**src/rtl/trace_capture_core_if.sv**
```systemverilog
// Readout stream bundle for trace_capture_core.
// master: the capture core (drives valid/data/last); slave: the readout consumer.
interface trace_capture_core_if #(
    parameter int TRACE_W = 6
) ();
    logic               rd_valid;
    logic               rd_ready;
    logic [TRACE_W-1:0] rd_data;
    logic               rd_last;

    modport master (
        output rd_valid,
        output rd_data,
        output rd_last,
        input  rd_ready
    );

    modport slave (
        input  rd_valid,
        input  rd_data,
        input  rd_last,
        output rd_ready
    );
endinterface

```
**src/rtl/trace_capture_core.sv**
```systemverilog
// trace_capture_core: logic-analyzer capture engine.
// Samples trace_din into a circular buffer, fires on a masked compare of
// trigger_din, keeps pre_trig samples before the trigger, fills the rest of
// the buffer after it, then streams the capture out oldest-first.
// Optional macro TRACE_CAPTURE_TRIG_EDGE_EN adds the trig_edge input, which
// makes the trigger fire only on a rising edge of the match condition.
module trace_capture_core #(
    parameter int TRACE_W = 6,
    parameter int TRIG_W  = 6,
    parameter int DEPTH   = 64,
    parameter int ADDR_W  = 6
) (
    input  logic                clk,
    input  logic                reset,
    input  logic [TRIG_W-1:0]   trigger_din,
    input  logic [TRACE_W-1:0]  trace_din,
    input  logic                trigger_en,
    input  logic [TRIG_W-1:0]   trig_value,
    input  logic [TRIG_W-1:0]   trig_mask,
    input  logic [ADDR_W-1:0]   pre_trig,
`ifdef TRACE_CAPTURE_TRIG_EDGE_EN
    input  logic                trig_edge,
`endif
    input  logic                arm,
    input  logic                stop,
    output logic                armed,
    output logic                triggered,
    output logic                done,
    output logic [ADDR_W-1:0]   trig_pos,
    trace_capture_core_if.master rd_bus
);

    localparam logic [2:0] S_IDLE = 3'd0;
    localparam logic [2:0] S_PRE  = 3'd1;
    localparam logic [2:0] S_WAIT = 3'd2;
    localparam logic [2:0] S_POST = 3'd3;
    localparam logic [2:0] S_DONE = 3'd4;

    localparam logic [ADDR_W-1:0] LAST_IDX = ADDR_W'(DEPTH - 1);
    localparam logic [ADDR_W-1:0] ONE      = ADDR_W'(1);
    localparam logic [ADDR_W:0]   CNT_END  = (ADDR_W+1)'(DEPTH);
    localparam logic [ADDR_W:0]   CNT_LAST = (ADDR_W+1)'(DEPTH - 1);
    localparam logic [ADDR_W:0]   CNT_ONE  = (ADDR_W+1)'(1);

    logic [TRACE_W-1:0] mem [DEPTH];

    logic [2:0]         state;
    logic [ADDR_W-1:0]  pre_q;
    logic [ADDR_W-1:0]  pre_cnt;
    logic [ADDR_W-1:0]  wr_ptr;
    logic [ADDR_W-1:0]  post_left;
    logic [ADDR_W-1:0]  rd_ptr;
    logic [ADDR_W:0]    rd_cnt;
    logic               trig_hit;
    logic               out_valid;
    logic               out_last;
    logic [TRACE_W-1:0] out_data;

    logic               match;
    logic               fire;
    logic               capturing;
    logic               xfer;

`ifdef TRACE_CAPTURE_TRIG_EDGE_EN
    logic               match_q;

    // Previous-cycle match; held at 0 outside WAIT so a condition already true
    // on entry to WAIT counts as a rising edge on the first WAIT cycle.
    always_ff @(posedge clk or posedge reset) begin
        if (reset) begin
            match_q <= 1'b0;
        end else begin
            match_q <= (state == S_WAIT) ? match : 1'b0;
        end
    end
`endif

    // Trigger qualification, capture window and handshake decode.
    always_comb begin
        match     = trigger_en && (((trigger_din ^ trig_value) & trig_mask) == '0);
`ifdef TRACE_CAPTURE_TRIG_EDGE_EN
        fire      = match && (!trig_edge || !match_q);
`else
        fire      = match;
`endif
        capturing = (state == S_PRE) || (state == S_WAIT) || (state == S_POST);
        xfer      = out_valid && rd_bus.rd_ready;
    end

    // Sample buffer: one write per cycle while a capture is in progress.
    always_ff @(posedge clk) begin
        if (capturing) begin
            mem[wr_ptr] <= trace_din;
        end
    end

    // Capture sequencing and readout stream.
    // The trigger address is never stored: the readout start pointer
    // (trigger address minus pre_q) is loaded directly on the trigger cycle.
    always_ff @(posedge clk or posedge reset) begin
        if (reset) begin
            state     <= S_IDLE;
            pre_q     <= '0;
            pre_cnt   <= '0;
            wr_ptr    <= '0;
            post_left <= '0;
            rd_ptr    <= '0;
            rd_cnt    <= '0;
            trig_hit  <= 1'b0;
            out_valid <= 1'b0;
            out_last  <= 1'b0;
            out_data  <= '0;
        end else if (stop) begin
            state     <= S_IDLE;
            trig_hit  <= 1'b0;
            out_valid <= 1'b0;
            out_last  <= 1'b0;
        end else begin
            case (state)
                S_IDLE: begin
                    if (arm) begin
                        pre_q   <= pre_trig;
                        wr_ptr  <= '0;
                        pre_cnt <= '0;
                        state   <= (pre_trig == '0) ? S_WAIT : S_PRE;
                    end
                end

                S_PRE: begin
                    wr_ptr  <= wr_ptr + ONE;
                    pre_cnt <= pre_cnt + ONE;
                    if (pre_cnt + ONE == pre_q) begin
                        state <= S_WAIT;
                    end
                end

                S_WAIT: begin
                    wr_ptr <= wr_ptr + ONE;
                    if (fire) begin
                        trig_hit  <= 1'b1;
                        post_left <= LAST_IDX - pre_q;
                        rd_ptr    <= wr_ptr - pre_q;
                        rd_cnt    <= '0;
                        state     <= (pre_q == LAST_IDX) ? S_DONE : S_POST;
                    end
                end

                S_POST: begin
                    wr_ptr    <= wr_ptr + ONE;
                    post_left <= post_left - ONE;
                    if (post_left == ONE) begin
                        state <= S_DONE;
                    end
                end

                S_DONE: begin
                    if (xfer && out_last) begin
                        state     <= S_IDLE;
                        trig_hit  <= 1'b0;
                        out_valid <= 1'b0;
                        out_last  <= 1'b0;
                    end else if (!out_valid || rd_bus.rd_ready) begin
                        if (rd_cnt != CNT_END) begin
                            out_valid <= 1'b1;
                            out_data  <= mem[rd_ptr];
                            out_last  <= (rd_cnt == CNT_LAST);
                            rd_ptr    <= rd_ptr + ONE;
                            rd_cnt    <= rd_cnt + CNT_ONE;
                        end else begin
                            out_valid <= 1'b0;
                        end
                    end
                end

                default: begin
                    state <= S_IDLE;
                end
            endcase
        end
    end

    // Status and stream outputs.
    always_comb begin
        armed           = capturing;
        done            = (state == S_DONE);
        triggered       = trig_hit;
        trig_pos        = pre_q;
        rd_bus.rd_valid = out_valid;
        rd_bus.rd_data  = out_data;
        rd_bus.rd_last  = out_last;
    end

endmodule

```
**src/flat_wrapper.sv**
```systemverilog
// flat-port wrapper written by rule: the top's interface ports become plain ports
module trace_capture_core_flat 
#(
    parameter int TRACE_W = 6,
    parameter int TRIG_W  = 6,
    parameter int DEPTH   = 64,
    parameter int ADDR_W  = 6
)
  (clk, reset, trigger_din, trace_din, trigger_en, trig_value, trig_mask, pre_trig, arm, stop, armed, triggered, done, trig_pos, rd_bus_rd_valid, rd_bus_rd_data, rd_bus_rd_last, rd_bus_rd_ready);
  trace_capture_core_if #(.TRACE_W(TRACE_W)) rd_bus_i ();
  input  logic clk;
  input  logic reset;
  input  logic [TRIG_W-1:0] trigger_din;
  input  logic [TRACE_W-1:0] trace_din;
  input  logic trigger_en;
  input  logic [TRIG_W-1:0] trig_value;
  input  logic [TRIG_W-1:0] trig_mask;
  input  logic [ADDR_W-1:0] pre_trig;
  input  logic arm;
  input  logic stop;
  output logic armed;
  output logic triggered;
  output logic done;
  output logic [ADDR_W-1:0] trig_pos;
  output wire logic [$bits(rd_bus_i.rd_valid)-1:0] rd_bus_rd_valid;
  output wire logic [$bits(rd_bus_i.rd_data)-1:0] rd_bus_rd_data;
  output wire logic [$bits(rd_bus_i.rd_last)-1:0] rd_bus_rd_last;
  input wire logic [$bits(rd_bus_i.rd_ready)-1:0] rd_bus_rd_ready;
  assign rd_bus_rd_valid = rd_bus_i.rd_valid;
  assign rd_bus_rd_data = rd_bus_i.rd_data;
  assign rd_bus_rd_last = rd_bus_i.rd_last;
  assign rd_bus_i.rd_ready = rd_bus_rd_ready;
  trace_capture_core #(.TRACE_W(TRACE_W), .TRIG_W(TRIG_W), .DEPTH(DEPTH), .ADDR_W(ADDR_W)) u_core (.clk(clk), .reset(reset), .trigger_din(trigger_din), .trace_din(trace_din), .trigger_en(trigger_en), .trig_value(trig_value), .trig_mask(trig_mask), .pre_trig(pre_trig), .arm(arm), .stop(stop), .armed(armed), .triggered(triggered), .done(done), .trig_pos(trig_pos), .rd_bus(rd_bus_i));
endmodule
```
**config.mk**
```make
export PLATFORM = sky130hd
export DESIGN_NAME = trace_capture_core_flat
export DESIGN_NICKNAME = d
export VERILOG_FILES = /design/src/rtl/trace_capture_core_if.sv /design/src/rtl/trace_capture_core.sv /design/src/flat_wrapper.sv
export SDC_FILE = /design/constraint.sdc
export NUM_CORES = 1
export LEC_CHECK = 0
export ABC_AREA = 1
export CAP_MARGIN = 0
export CORE_UTILIZATION = 62
export DETAILED_ROUTE_END_ITERATION = 7
export GPL_TIMING_DRIVEN = 1
export HOLD_SLACK_MARGIN = 0.15
export PLACE_DENSITY = 0.79
export SYNTH_ARGS = -nofsm -noshare
export SYNTH_HDL_FRONTEND = slang
export SYNTH_SLANG_ARGS = --single-unit
export TNS_END_PERCENT = 30
```
**constraint.sdc**
```tcl
create_clock -name clk -period 2.37 [get_ports clk]
set_clock_uncertainty 0.05 [all_clocks]
set_input_delay 0.237 -clock clk [delete_from_list [all_inputs] [get_ports clk]]
set_output_delay 0.237 -clock clk [all_outputs]
set_load 0.05 [all_outputs]
```
; ---- Yosys cells after proc, flatten, opt, wreduce, memory -nomap -nowiden
; Memory sizes are Yosys's and may differ from the RTL's. A register that Yosys moved wholly into a read port is not among the register bits.
; Cells that the tools add are included.
[op_classes]
n_eq_ne = 19
addsub = 7
bitwise = 4
muxes = 40
reduce_logical = 29
[ops]
columns = op, n
row1 = $pmux W6 S2, 4
row2 = $mux W6, 6
row3 = $mux W7, 4
row4 = $mux W3, 7
row5 = $add A6 B1 Y6 const B, 3
row6 = $reduce_and A3 Y1, 6
row7 = $mux W1, 15
row8 = $pmux W3 S5, 1
row9 = $pmux W7 S2, 1
row10 = $logic_not A6 Y1, 2
row11 = $reduce_and A5 Y1, 2
row12 = $reduce_bool A2 Y1, 5
row13 = $ne A3 B3 Y1 const B, 3
row14 = $reduce_bool A3 Y1, 3
row15 = $add A7 B1 Y7 const B, 1
row16 = $eq A7 B6 Y1 const B, 1
row17 = $ne A7 B7 Y1 const B, 1
row18 = $and A6 B6 Y6, 1
row19 = $eq A3 B2 Y1 const B, 2
row20 = $eq A6 B1 Y1 const B, 1
row21 = $eq A6 B6 Y1, 1
row22 = $eq A6 B6 Y1 const B, 1
row23 = $ne A2 B1 Y1 const B, 3
row24 = $ne A3 B2 Y1 const B, 2
row25 = other kinds (17), 23
[word_totals]
ram_bits = 384
register_bits = 43
mem_count = 1
[mem_list]
columns = memory, depth, word_bits, rd, rd_clocked_by_memory_dff, write_ports, line
row1 = u_core.mem, 64, 6, 1, 1, 1, trace_capture_core.sv:45  ; logic [TRACE_W-1:0] mem [DEPTH];

; ---- Longest topological paths before layout
[logic_depth]
depth_word = 7
depth_mapped = 16

; ---- Worst setup path before layout
; OpenSTA, ideal clock, no wires.
[synth_timing]
path_type = register -> register
from = register u_core.state[1]
to = memory u_core.mem[36][0] (enable)
setup_ns = 0.386
arrival_time_ns = 1.824
stages_incl_launch_ff = 5
synth_period_minus_slack_ns = 2.260
slack_ns = 0.110
path_cell_list = dfrtp_1 nor2_1 nor2_2 nand2_1 nor4_1
[synth_via]
elab_chain_cells = 5
elab_cells_between_ends = 7
classes_between = eq/ne (3) / mux (2) / reduce/logical (2)
[synth_rtl]
columns = element, line
row1 = start: declaration, trace_capture_core.sv:47  ; logic [2:0] state;
row2 = start signal: assignment, trace_capture_core.sv:125  ; state <= (pre_trig == '0) ? S_WAIT : S_PRE;
row3 = start signal: assignment, trace_capture_core.sv:144  ; state <= (pre_q == LAST_IDX) ? S_DONE : S_POST;
row4 = $eq A3 B1 Y1 or $eq A3 B2 Y1 (tied branches), trace_capture_core.sv:86  ; capturing = (state == S_PRE) || (state == S_WAIT) || (state == S_POST);
row5 = $logic_or A1 B1 Y1, trace_capture_core.sv:86
row6 = $logic_or A1 B1 Y1 (*), trace_capture_core.sv:86
row7 = net armed, flat_wrapper.sv:21  ; output logic armed;
row8 = $mux W1 (*), trace_capture_core.sv:92  ; if (capturing) begin
row9 = $mux W1 (implied by the code) (*), trace_capture_core.sv:93  ; mem[wr_ptr] <= trace_din;
row10 = end: declaration, trace_capture_core.sv:45
; Mark *: on every way through the listed nets, which the timed path passes. The rest lies on a longest branch.

; ---- Worst setup path in the final report
[layout_timing]
from = register u_core.pre_q[5] (netlist: u_core.trig_pos[5])
to = output trig_pos[5]
[layout_lines]
columns = element, line
row1 = start: declaration, trace_capture_core.sv:48  ; logic [ADDR_W-1:0] pre_q;
row2 = start signal: assignment, trace_capture_core.sv:122  ; pre_q <= pre_trig;
row3 = end: declaration, flat_wrapper.sv:24  ; output logic [ADDR_W-1:0] trig_pos;
; No word-level cell between the ends.

==> impl_metrics.py <==
metrics = {
    "status": {
        "outcome": "completed",
    },
    "clocking": {
        "cts_sinks": 433,
        "clk_pin_slew_ns": 0.06,
        "clockBufferDepth": 3,
        "cts_tree": "built",
        "h-tree-depth": 2,
        "cts_made_buffers": 42,
        "cts_root_buffer": "clkbuf_16",
        "clk_latency_ns": 0.54,
    },
    "setup_path": {
        "cp_slowest_cell": "clkdlybuf4s50_1",
        "r2r_setup_slack_ns": 0.15,
        "cp_num_buf_inv": 1,
        "arrival_ns": 1.93,
        "crit_type": "flip-flop to output pin",
        "critPathMaxFanout": 6,
        "cp.required_ns": 2.08,
        "r2r_end": "u_core.mem[4][2]$_DFFE_PP_",
        "critPathMaxStageDelay_ns": 0.87,
        "path_cells": "clkdlybuf4s50_1",
        "critPathLaunchType": "flip-flop",
        "reg2regPathDepth": 8,
        "crit_family": "buffers and inverters",
        "endpoint_kind": "output pin",
        "cp.depth": 1,
        "r2r_start": "u_core.state[1]$_DFFE_PP0P_",
    },
    "finish": {
        "syn_to_final_growth_pct": 15.75,
        "drive_gt1_share_pct": 9.722,
        "fin_util_pct": 73.36,
        "multi_input_area_um2": 5391,
        "final_nets": 1990,
        "regArea_um2": 12760,
        "fillCellCount": 1933,
        "antenna-diode-count": 0,
    },
    "logic_synthesis": {
        "ys_async_sr_fraction_pct": 11.32,
        "synthDistinctLibCells": 40,
        "ys_seq_area_share_pct": 67.38,
        "synth_ff_type": "edfxtp_1",
        "yosysWarnings": 0,
        "synthCells": 1828,
        "synth_edf_count": 384,
        "syn_nets": 1877,
        "avgSynthCellArea_um2": 10.36,
        "synthesis.area_um2": 18930,
        "ys_ff_latch": 433,
    },
    "timing": {
        "maxSlewHeadroom_pct": 61.53,
        "period_share_pct": 93.62,
        "max_clock_freq_mhz": 450.7,
        "worst_slew_pin_slew_ns": 0.5750,
        "min_period_ns": 2.219,
        "finalHoldViolCount": 0,
        "setup_tns_ns": 0,
        "setup_viol_count_final": 0,
        "report.final.slew_viol_count": 0,
        "rsz0062_at_grt": "false",
    },
    "placed_design": {
        "io_buffers": 52,
        "gp_congestion": 0.9107,
        "dp_hpwl_mm": 29.63,
    },
    "routing": {
        "drc": 0,
        "wl_per_cell_um": 19.93,
        "vias": 14143,
        "first_pass_iters": 5,
        "wirelength_mm": 47.14,
        "drtIter0Drc": 1625,
        "ant_nets": 0,
        "vias_per_cell": 5.980,
    },
    "min_path": {
        "holdPathEnd": "u_core.mem[47][0]$_DFFE_PP_",
        "hold_path_class": "primary input to flip-flop",
        "min_path_cells": 2,
        "hold_path.startpoint": "trace_din[0]",
    },
    "run": {
        "cap_violations": 0,
    },
    "floorplanning": {
        "die-width_um": 176.8,
        "row_count": 63,
        "io_pins": 53,
        "start_util_pct": 63.38,
        "die_h_um": 176.8,
        "coreArea_um2": 29870,
        "die_area_um2": 31240,
    },
    "global_route": {
        "grt_usage_pct": 30.89,
        "antenna_found_initial": 0,
        "grt_overflow": 0,
        "grt_pass1_vias": 13665,
        "grt_pass1_wl_mm": 73.05,
        "grt_max_degree": 99,
    },
    "power_and_ir_drop": {
        "leakage_nw": 8.355,
        "peakVddDrop_mv": 0.9626,
        "finalPower_w": 0.02448,
        "power.density_nw_per_um2": 1117,
    },
}
## layout make-up
| type | count | share of cell area (%) |
|---|---|---|
| inverters | 97 | 1.673 |
| clock buffers | 51 | 5.332 |
| repair buffers | 152 | 6.640 |
| clock inverters | 27 | 1.296 |
| flip-flops and latches | 433 | 58.23 |
| well taps | 390 | 2.227 |
| multi-input cells | 1215 | 24.60 |
## power by group
| part | leakage (nW) | internal (W) | switching (W) |
|---|---|---|---|
| logic | 3.58 | 0.00270 | 0.00571 |
| clock network | 0.698 | 0.00416 | 0.00278 |
| registers | 4.08 | 0.00871 | 0.000409 |
## flip-flops by register name (all words and copies together), names as in the netlist
register and count:
u_core.rd_bus.rd_data 6, u_core.rd_ptr 6, u_core.triggered 1, u_core.trig_pos 6
u_core.wr_ptr 6, u_core.rd_bus.rd_valid 1, u_core.rd_cnt 7, u_core.mem 384
u_core.state 3, u_core.rd_bus.rd_last 1, u_core.pre_cnt 6, u_core.post_left 6
## worst max-delay path by stage
stage	from	end	slack, ns
after floorplan	u_core.state[1]$_DFFE_PP0P_	u_core.mem[36][0]$_DFFE_PP_	0.11
after global placement	u_core.rd_ptr[0]$_DFFE_PP0P_	u_core.rd_bus.rd_data[5]$_DFFE_PP0P_	0.28
after detailed placement	u_core.rd_ptr[0]$_DFFE_PP0P_	u_core.rd_bus.rd_data[5]$_DFFE_PP0P_	0.22
after CTS	u_core.trig_pos[5]$_DFFE_PP0P_	trig_pos[5]	0.15
after global routing	u_core.rd_ptr[0]$_DFFE_PP0P_	u_core.rd_bus.rd_data[5]$_DFFE_PP0P_	0.05
final	u_core.trig_pos[5]$_DFFE_PP0P_	trig_pos[5]	0.15
## cells in the mapped netlist (8+ instances only)
| library cell | instances | area (um^2) |
|---|---|---|
| nand2_1 | 417 | 1565 |
| edfxtp_1 | 384 | 11530 |
| nor2_1 | 334 | 1254 |
| nand3_1 | 186 | 930.9 |
| o21ai_0 | 145 | 725.7 |
| inv_1 | 89 | 334.1 |
| dfrtp_1 | 49 | 1226 |
| a21oi_1 | 45 | 225.2 |
| buf_2 | 32 | 160.2 |
| clkbuf_1 | 26 | 97.59 |
| o21ai_1 | 13 | 65.06 |
| ha_1 | 12 | 150.1 |
| buf_1 | 11 | 41.29 |
| buf_4 | 10 | 75.07 |
| nand4_1 | 10 | 62.56 |
| or2_2 | 8 | 50.05 |
| xor2_1 | 8 | 70.07 |
## timing repair
item	CTS	global route
hold buffers	2	0
setup endpoints to repair	1	0
gates resized for setup	1	0
hold endpoints to repair	38	0
setup buffers	0	0
## logic make-up (layout without fill, tap and decap cells)
logic type	after synthesis	after routing	share of synthesized area, %
flip-flops	433	433	67.38
XOR/XNOR	11	11	0.5089
buffers and inverters	180	327	4.150
multiplexers	1	1	0.05287
adder cells (fa/ha/maj)	13	13	0.8987
AND/OR/NAND/NOR	968	968	20.92
AO/OA/AOI/OAI	222	222	6.093
## cell usage in the layout (no fill, tap or decap), drive strengths merged, types with 45 or more instances in the layout
cell	synthesis	routed
nand3	186	186
clkbuf	26	51
edfxtp	384	384
o21ai	158	158
a21oi	45	45
dfrtp	49	49
nor2	337	337
inv	97	97
buf	57	105
nand2	419	419
## per-stage QoR
| step | worst slack, ns | instance area [um^2] | hold slack (ns) | std cells |
|---|---|---|---|---|
| after global placement | 0.2751 | 20440 | 0.4182 | 2285 |
| after CTS | 0.1531 | 21920 | 0.1608 | 2365 |
| after detailed placement | 0.2234 | 20440 | 0.4318 | 2285 |
| after global routing | 0.05340 | 21920 | 0.1529 | 2365 |
| after floorplan | 0.1100 | 18930 | 0.2859 | 1828 |
| final | 0.1513 | 21920 | 0.1475 | 2365 |
## layer usage
metal,GRT usage (%),wire length (um),vias to the layer above
met5,0,0,-
met4,13.40,2034,0
met3,4.038,4119,156
met2,52.32,23120,796
met1,40.20,17870,6732
li1,-,-,6459
Power figures use the tool's default switching activity.
